$ cat config.mk
export PLATFORM = sky130hd
export DESIGN_NAME = bf16_to_int
export DESIGN_NICKNAME = d
export VERILOG_FILES = /design/src/rtl/bf16_to_int_pkg.sv /design/src/rtl/bf16_classify.sv /design/src/rtl/bf16_to_int.sv
export VERILOG_INCLUDE_DIRS = /design/src /design/src/rtl
export SDC_FILE = /design/constraint.sdc
export NUM_CORES = 1
export LEC_CHECK = 0
export ABC_AREA = 1
export BUFFER_PORTS_ARGS = -buffer_cell sky130_fd_sc_hd__buf_4
export CAP_MARGIN = 20
export CORE_UTILIZATION = 35
export CTS_CLUSTER_SIZE = 40
export DETAILED_ROUTE_END_ITERATION = 16
export GPL_ROUTABILITY_DRIVEN = 0
export PLACE_DENSITY_LB_ADDON = 0.2
export SYNTH_ARGS = -nofsm -noshare
export SYNTH_HDL_FRONTEND = slang
export SYNTH_SLANG_ARGS = --single-unit
$ cat constraint.sdc
create_clock -name clk -period 2.6 [get_ports clk]
set_input_delay 0.52 -clock clk [delete_from_list [all_inputs] [get_ports clk]]
set_output_delay 0.52 -clock clk [all_outputs]
set_load 0.02 [all_outputs]
$ cat src/rtl/define.vh
// Shared BF16 format constants used by the bf16_to_int slice.
`ifndef DEFINE_VH
`define DEFINE_VH

`define INPUTOUTBIT 16
`define EXP_W       8
`define MANT_W      7
`define EXP_BIAS    127
`define EXP_INFNAN  255

`endif

$ cat src/rtl/bf16_to_int_pkg.sv
// Shared types and constants for the BF16 to signed-integer converter.
`include "define.vh"

package bf16_to_int_pkg;

    localparam int EXP_W      = `EXP_W;
    localparam int MANT_W     = `MANT_W;
    localparam int EXP_BIAS   = `EXP_BIAS;
    localparam int EXP_INFNAN = `EXP_INFNAN;

    // Operand class produced by the stage-1 decode
    typedef enum logic [1:0] {
        CLS_ZERO = 2'd0,
        CLS_NORM = 2'd1,
        CLS_INF  = 2'd2,
        CLS_NAN  = 2'd3
    } bf16_cls_e;

endpackage

$ cat src/rtl/bf16_classify.sv
// Combinational BF16 decode: sign, unbiased exponent, mantissa and class.
// Subnormals are treated as zero.
`include "define.vh"

module bf16_classify
    import bf16_to_int_pkg::*;
#(
    parameter int IN_W = `INPUTOUTBIT
) (
    input  logic [IN_W-1:0]          a,
    output logic                     sign,
    output logic signed [EXP_W+1:0]  exp_unb,
    output logic [MANT_W-1:0]        mant,
    output bf16_cls_e                cls
);

    logic [EXP_W-1:0] exp_f;

    // Field split, bias removal and zero/inf/nan/normal classification
    always_comb begin
        sign    = a[IN_W-1];
        exp_f   = a[MANT_W +: EXP_W];
        mant    = a[MANT_W-1:0];
        exp_unb = $signed({2'b00, exp_f}) - $signed((EXP_W+2)'(EXP_BIAS));
        cls     = CLS_NORM;
        if (exp_f == '0) begin
            cls = CLS_ZERO;
        end else if (exp_f == EXP_W'(EXP_INFNAN)) begin
            cls = (mant == '0) ? CLS_INF : CLS_NAN;
        end
    end

endmodule

$ cat src/rtl/bf16_to_int.sv
// BF16 to signed two's-complement integer, 3-stage pipeline:
//   p1 unpack/classify, p2 align, p3 sign/saturate (result/error/done).
// Optional macro BF16_ROUND_EN: round-half-to-even on the bits shifted out
// during alignment; without it those bits are truncated toward zero.
`include "define.vh"

module bf16_to_int
    import bf16_to_int_pkg::*;
#(
    parameter int IN_W  = `INPUTOUTBIT,
    parameter int OUT_W = 2*`INPUTOUTBIT
) (
    input  logic             clk,
    input  logic             rst,
    input  logic             start,
    input  logic [IN_W-1:0]  a,
    output logic [OUT_W-1:0] result,
    output logic             error,
    output logic             done
);

    localparam logic [OUT_W-1:0] INT_MAX = {1'b0, {(OUT_W-1){1'b1}}};
    localparam logic [OUT_W-1:0] INT_MIN = {1'b1, {(OUT_W-1){1'b0}}};

    // Integer part of sig >> s; the extra top bit absorbs a rounding carry
    function automatic logic [MANT_W+1:0] round_shift(input logic [MANT_W:0] sig, input int s);
`ifdef BF16_ROUND_EN
        logic [2*MANT_W+1:0] ext;
        logic [MANT_W+1:0]   ip;
        ext = {sig, {(MANT_W+1){1'b0}}} >> s;
        ip  = {1'b0, ext[2*MANT_W+1 -: MANT_W+1]};
        if (ext[MANT_W] && ((|ext[MANT_W-1:0]) || ip[0])) begin
            ip = ip + (MANT_W+2)'(1);
        end
        return ip;
`else
        return {1'b0, sig >> s};
`endif
    endfunction

    // Magnitude of a normal operand: {1,mant} scaled by 2^(e-MANT_W)
    function automatic logic [OUT_W-1:0] align_mag(input logic [MANT_W-1:0] m, input int e);
        logic [MANT_W:0] sig;
        sig = {1'b1, m};
        if (e >= MANT_W) begin
            return OUT_W'(sig) << (e - MANT_W);
        end
        return OUT_W'(round_shift(sig, MANT_W - e));
    endfunction

    // Out of range unless it is the exactly representable most-negative value
    function automatic logic is_ovf(input logic s, input logic [MANT_W-1:0] m, input int e);
        if (e > OUT_W-1) begin
            return 1'b1;
        end
        return (e == OUT_W-1) && !(s && (m == '0));
    endfunction

    // Apply sign and saturation; returns {error, result}
    function automatic logic [OUT_W:0] sign_sat(input logic s, input logic [OUT_W-1:0] mag,
                                                input logic ovf, input logic nan);
        if (nan) begin
            return {1'b1, {OUT_W{1'b0}}};
        end
        if (ovf) begin
            return {1'b1, (s ? INT_MIN : INT_MAX)};
        end
        return {1'b0, (s ? ((~mag) + OUT_W'(1)) : mag)};
    endfunction

    logic                    cl_sign;
    logic signed [EXP_W+1:0] cl_exp;
    logic [MANT_W-1:0]       cl_mant;
    bf16_cls_e               cl_cls;

    bf16_classify #(.IN_W(IN_W)) u_classify (
        .a       (a),
        .sign    (cl_sign),
        .exp_unb (cl_exp),
        .mant    (cl_mant),
        .cls     (cl_cls)
    );

    logic                    vld_p1_d, vld_p1_q;
    logic                    sign_p1_d, sign_p1_q;
    logic signed [EXP_W+1:0] exp_p1_d, exp_p1_q;
    logic [MANT_W-1:0]       mant_p1_d, mant_p1_q;
    bf16_cls_e               cls_p1_d, cls_p1_q;

    logic                    vld_p2_d, vld_p2_q;
    logic                    sign_p2_d, sign_p2_q;
    logic [OUT_W-1:0]        mag_p2_d, mag_p2_q;
    logic                    ovf_p2_d, ovf_p2_q;
    logic                    nan_p2_d, nan_p2_q;

    logic [OUT_W-1:0]        result_d, result_q;
    logic                    error_d, error_q;
    logic                    done_d, done_q;

    // ---- stage p1: unpack/classify ----
    always_comb begin
        vld_p1_d  = start;
        sign_p1_d = cl_sign;
        exp_p1_d  = cl_exp;
        mant_p1_d = cl_mant;
        cls_p1_d  = cl_cls;
    end

    // ---- stage p2: align and detect overflow ----
    always_comb begin
        vld_p2_d  = vld_p1_q;
        sign_p2_d = sign_p1_q;
        nan_p2_d  = (cls_p1_q == CLS_NAN);
        ovf_p2_d  = (cls_p1_q == CLS_INF);
        mag_p2_d  = '0;
        if (cls_p1_q == CLS_NORM) begin
            mag_p2_d = align_mag(mant_p1_q, int'(exp_p1_q));
            ovf_p2_d = is_ovf(sign_p1_q, mant_p1_q, int'(exp_p1_q));
        end
    end

    // ---- stage p3: sign/saturate, hold output between done pulses ----
    always_comb begin
        done_d   = vld_p2_q;
        result_d = result_q;
        error_d  = error_q;
        if (vld_p2_q) begin
            {error_d, result_d} = sign_sat(sign_p2_q, mag_p2_q, ovf_p2_q, nan_p2_q);
        end
    end

    // Control and output registers; reset drops every in-flight operand
    always_ff @(posedge clk or posedge rst) begin
        if (rst) begin
            vld_p1_q <= 1'b0;
            vld_p2_q <= 1'b0;
            done_q   <= 1'b0;
            result_q <= '0;
            error_q  <= 1'b0;
        end else begin
            vld_p1_q <= vld_p1_d;
            vld_p2_q <= vld_p2_d;
            done_q   <= done_d;
            result_q <= result_d;
            error_q  <= error_d;
        end
    end

    // Datapath stage registers, qualified by the valid flags
    always_ff @(posedge clk) begin
        sign_p1_q <= sign_p1_d;
        exp_p1_q  <= exp_p1_d;
        mant_p1_q <= mant_p1_d;
        cls_p1_q  <= cls_p1_d;
        sign_p2_q <= sign_p2_d;
        mag_p2_q  <= mag_p2_d;
        ovf_p2_q  <= ovf_p2_d;
        nan_p2_q  <= nan_p2_d;
    end

    assign result = result_q;
    assign error  = error_q;
    assign done   = done_q;

endmodule

==> impl_results.md <==
- Result of the run: completed
- Placed standard-cell area: 5580 um^2
- Via total after detailed routing: 4,836
- Largest clock skew in the final design: 0.00835 ns
- Xor and xnor fraction of the mapped netlist area: 2.43%
- Most common flop cell mapped by yosys: sky130_fd_sc_hd__dfxtp_1
- Power, Total: 0.00410 W
- Cell type of the slowest stage on the worst timing path: sky130_fd_sc_hd__dfxtp_1
- Setup_tns: 0 ns
- Fraction of the mapped netlist area in adder cells: 1.75%
- Category of the critical setup timing path: register to register
- Total inserted antenna cells: 0
- Post-Synth Simple-Gate Area: 36.6%
- Placeable core region: 13,900 um^2
- Insertion delay to the later sink of the worst-skew pair: 0.36 ns
- Termination of the worst setup path: mag_p2_q[20]$_SDFF_PP0_
- Final core area utilization: 42.2%
- Global route overflow: 0
- RSZ-0062 raised after global routing: no
- Largest net degree at the start of global routing: 38
- First drt pass iteration count: 5
- Worst Path Required: 2.87 ns
- Input/output buffers: 52
- Number of buffers created by CTS: 9
- # rows: 43
- Share of layout cells above drive strength 1: 13.0%
- Reported max-cap violation count: 0
- Deepest level of the CTS H-tree: 3
- Starting DRT DRC Count: 386
- DRC viols: 0
- Fraction of the mapped netlist area in compound gates: 12.3%
- TritonCTS sink count: 90
- Slew at the pin closest to its max-slew limit: 0.563 ns
- Number of antenna-violating nets in the routed design: 0
- Horiz. Die Dim: 122 um
- Antenna violations before repair: 0
- Proportion of synthesized chip area in sequential cells: 39.6%
- Critical register-to-register path startpoint: exp_p1_q[1]$_DFF_P_
- Fraction of synthesized area in multiplexers: 0%
- Number of cells on the worst reg-to-reg path: 13
- Total buffers and inverters traversed by the critical path: 1
- Global-route wire length before repair: 22.3 mm
- Area of the die: 14,800 um^2
- Initial Util: 35.9%
- Global-route usage over all layers: 19.3%
- Final setup vio count: 0
- Number of nets in the final layout: 800
- Post-synth EDFFs: 0
- Dominant combinational cell family by area after synthesis: simple AND/OR/NAND/NOR gates
- Number of gates given a new drive strength after cts: 0
- IO Count: 53
- Warnings from Yosys: 0
- Count of state elements after synthesis: 90
- Depth of the critical timing path with buffers and inverters included: 13
- Most numerous cell on the critical path: sky130_fd_sc_hd__nand2_1
- Peak supply drop: 0.000235 V
- Type of the tightest min-delay check: input pin to async pin
- Mean Syn Cell Area: 6.89 um^2
- Final period util: 86.5%
- Startpoint of the most critical setup path: exp_p1_q[1]$_DFF_P_
- Number of buffers inserted to repair setup after CTS: 0
- DR WL/cell: 13.7 um
- Maximum number of buffers from clock root to sink: 2
- Signal arrival time at the worst endpoint: 2.52 ns
- Signed area change from the synthesized netlist to the final layout: 17.5%
- Endpoint kind of the worst setup timing path: register
- HPWL after DPL: 10.3 mm
- Startpoint Class: register
- Final hold vios: 0
- Yosys cell types: 46
- R2r setup slk: 0.35 ns
- Final std cell area, no fill: 5880 um^2
- Peak clock frequency supported by timing: 444 MHz
- Max FO, Critical Path: 11
- Total power density per cell area: 698 nW/um^2
- Cell area after synthesis: 5000 um^2
- Die outline height: 122 um
- Longest individual stage delay on the worst path: 0.55 ns
- Commonest cells after routing, fill and taps aside: sky130_fd_sc_hd__nand2_1 (190), sky130_fd_sc_hd__nor2_1 (88), sky130_fd_sc_hd__nand3_1 (69)
- Cells after Synth: 726
- Leakage Power: 2.85 nW
- CTS tree: built
- Share of synthesized registers carrying an async set or reset: 40.0%
- Top Family by Delay on Critical Path: simple AND/OR/NAND/NOR gates
- Slew Limit Fails: 0
- Count of hold-fix buffers inserted at cts: 0
- Root buffer selected by CTS: sky130_fd_sc_hd__clkbuf_16
- Clock edge transition at the registers on the reported setup and hold paths: 0.07 ns
- Via count normalized by instance count: 5.04
- Cells traversed along the worst timing path: ha_1 > nand2_1 > nand3_1 > nand2_1 > nor2_2 > nand3_4 > inv_4 > nand2_1 > nand2_1 > nand3_1 > nand2_1 > nand3_1 > a21oi_1
- Detailed-route wire length: 13.1 mm
- Worst slew margin relative to its limit: 62.1%
- Minimum clock period after layout: 2.25 ns
- Number of nets produced by synthesis: 752
- Number of global-route vias before repair: 4,619
- Leading cell type in the layout, fill and taps excluded: sky130_fd_sc_hd__nand2_1
- FF-to-FF End: mag_p2_q[20]$_SDFF_PP0_
worst min-delay path by stage:
| stage | from | end | slack [ns] | depth (start not counted) |
|---|---|---|---|---|
| 6_report | rst | result[11]$_DFFE_PP0P_ | 0.27 | 3 |
| 5_1_grt | a[15] | sign_p1_q$_DFF_P_ | 0.26 | 1 |
| 4_1_cts | a[15] | sign_p1_q$_DFF_P_ | 0.26 | 1 |
| 3_5_place_dp | vld_p1_q$_DFF_PP0_ | done_d$_DFF_PP0_ | 0.33 | 0 |
| 3_3_place_gp | vld_p1_q$_DFF_PP0_ | done_d$_DFF_PP0_ | 0.33 | 0 |
| 2_1_floorplan | vld_p1_q$_DFF_PP0_ | done_d$_DFF_PP0_ | 0.33 | 0 |
synth_stat cells (2+ instances only):
cell / count / share of area [%]
sky130_fd_sc_hd__nand3b_1: 6 / 0.90
sky130_fd_sc_hd__o21ai_1: 12 / 1.2
sky130_fd_sc_hd__nand3_2: 3 / 0.60
sky130_fd_sc_hd__xor2_1: 11 / 1.9
sky130_fd_sc_hd__inv_2: 6 / 0.45
sky130_fd_sc_hd__or2_2: 2 / 0.25
sky130_fd_sc_hd__nor3_2: 2 / 0.40
sky130_fd_sc_hd__clkinv_1: 3 / 0.23
sky130_fd_sc_hd__nor2_1: 88 / 6.6
sky130_fd_sc_hd__nor2_4: 2 / 0.45
sky130_fd_sc_hd__a21o_1: 2 / 0.30
sky130_fd_sc_hd__nand2_1: 190 / 14
sky130_fd_sc_hd__inv_1: 62 / 4.7
sky130_fd_sc_hd__a31oi_1: 4 / 0.50
sky130_fd_sc_hd__clkbuf_1: 19 / 1.4
sky130_fd_sc_hd__o21a_1: 4 / 0.60
sky130_fd_sc_hd__nor3_1: 22 / 2.2
sky130_fd_sc_hd__nand3_1: 69 / 6.9
sky130_fd_sc_hd__a21oi_1: 26 / 2.6
sky130_fd_sc_hd__ha_1: 7 / 1.8
sky130_fd_sc_hd__buf_1: 2 / 0.15
sky130_fd_sc_hd__a22o_1: 7 / 1.2
sky130_fd_sc_hd__nand2_2: 2 / 0.25
sky130_fd_sc_hd__dfrtp_1: 36 / 18
sky130_fd_sc_hd__nor2_2: 4 / 0.50
sky130_fd_sc_hd__a21boi_0: 4 / 0.60
sky130_fd_sc_hd__o21ai_0: 41 / 4.1
sky130_fd_sc_hd__dfxtp_1: 54 / 22
sky130_fd_sc_hd__nor4_1: 5 / 0.63
sky130_fd_sc_hd__nand4_1: 15 / 1.9
metrics by stage:
step                setup slack [ns]  cells  hold slack, ns
finish                         0.350    959           0.269
global route                  0.0998    959           0.263
CTS                            0.380    959           0.256
detailed placement             0.411    943           0.335
global placement               0.429    943           0.331
floorplan                      0.804    726           0.331
layer usage:
layer,vias to the layer above,part of all wire (%),track usage [%]
met5,-,0,0
met4,0,2.6,9.49
met3,30,5.1,2.90
met2,158,44,30.1
met1,2164,48,26.0
li1,2484,-,-
registers in the layout, indices dropped and copies added, names as in the netlist:
name and cells:
cls_p1_q 2, done 1, done_d 1, error 1, exp_p1_q 9, mag_p2_q 32, mant_p1_q 7, nan_p2_q 1
ovf_p2_q 1, result 32, sign_p1_q 1, sign_p2_q 1, vld_p1_q 1
layout make-up:
cell class | instances | area (um^2)
Fill cell | 1457 | 8060
Sequential cell | 90 | 1980
Clock inverter | 6 | 65.1
Multi-Input combinational cell | 541 | 2650
Clock buffer | 10 | 229
Tap cell | 180 | 225
Inverter | 72 | 273
Timing Repair Buffer | 60 | 450
report_power, final:
part / switching (W) / leakage [nW] / internal [W] / total (W)
registers: 0.0000996 / 0.885 / 0.00152 / 0.00162
clock network: 0.000557 / 0.148 / 0.000749 / 0.00131
logic: 0.000749 / 1.81 / 0.000429 / 0.00118
kinds of logic after synthesis:
logic type | after synthesis
simple gates | 414
compound gates | 107
flops | 90
xor+xnor | 13
buf+inv | 95
fa+ha+maj | 7
worst reg2reg max path: stages, from the launching register on:
cell	delay [ns]
sky130_fd_sc_hd__dfxtp_1	0.55
sky130_fd_sc_hd__ha_1	0.25
sky130_fd_sc_hd__nand2_1	0.13
sky130_fd_sc_hd__nand3_1	0.14
sky130_fd_sc_hd__nand2_1	0.07
sky130_fd_sc_hd__nor2_2	0.15
sky130_fd_sc_hd__nand3_4	0.13
sky130_fd_sc_hd__inv_4	0.13
sky130_fd_sc_hd__nand2_1	0.06
sky130_fd_sc_hd__nand2_1	0.08
sky130_fd_sc_hd__nand3_1	0.07
sky130_fd_sc_hd__nand2_1	0.15
sky130_fd_sc_hd__nand3_1	0.10
sky130_fd_sc_hd__a21oi_1	0.16
Power figures use the tool's default switching activity.
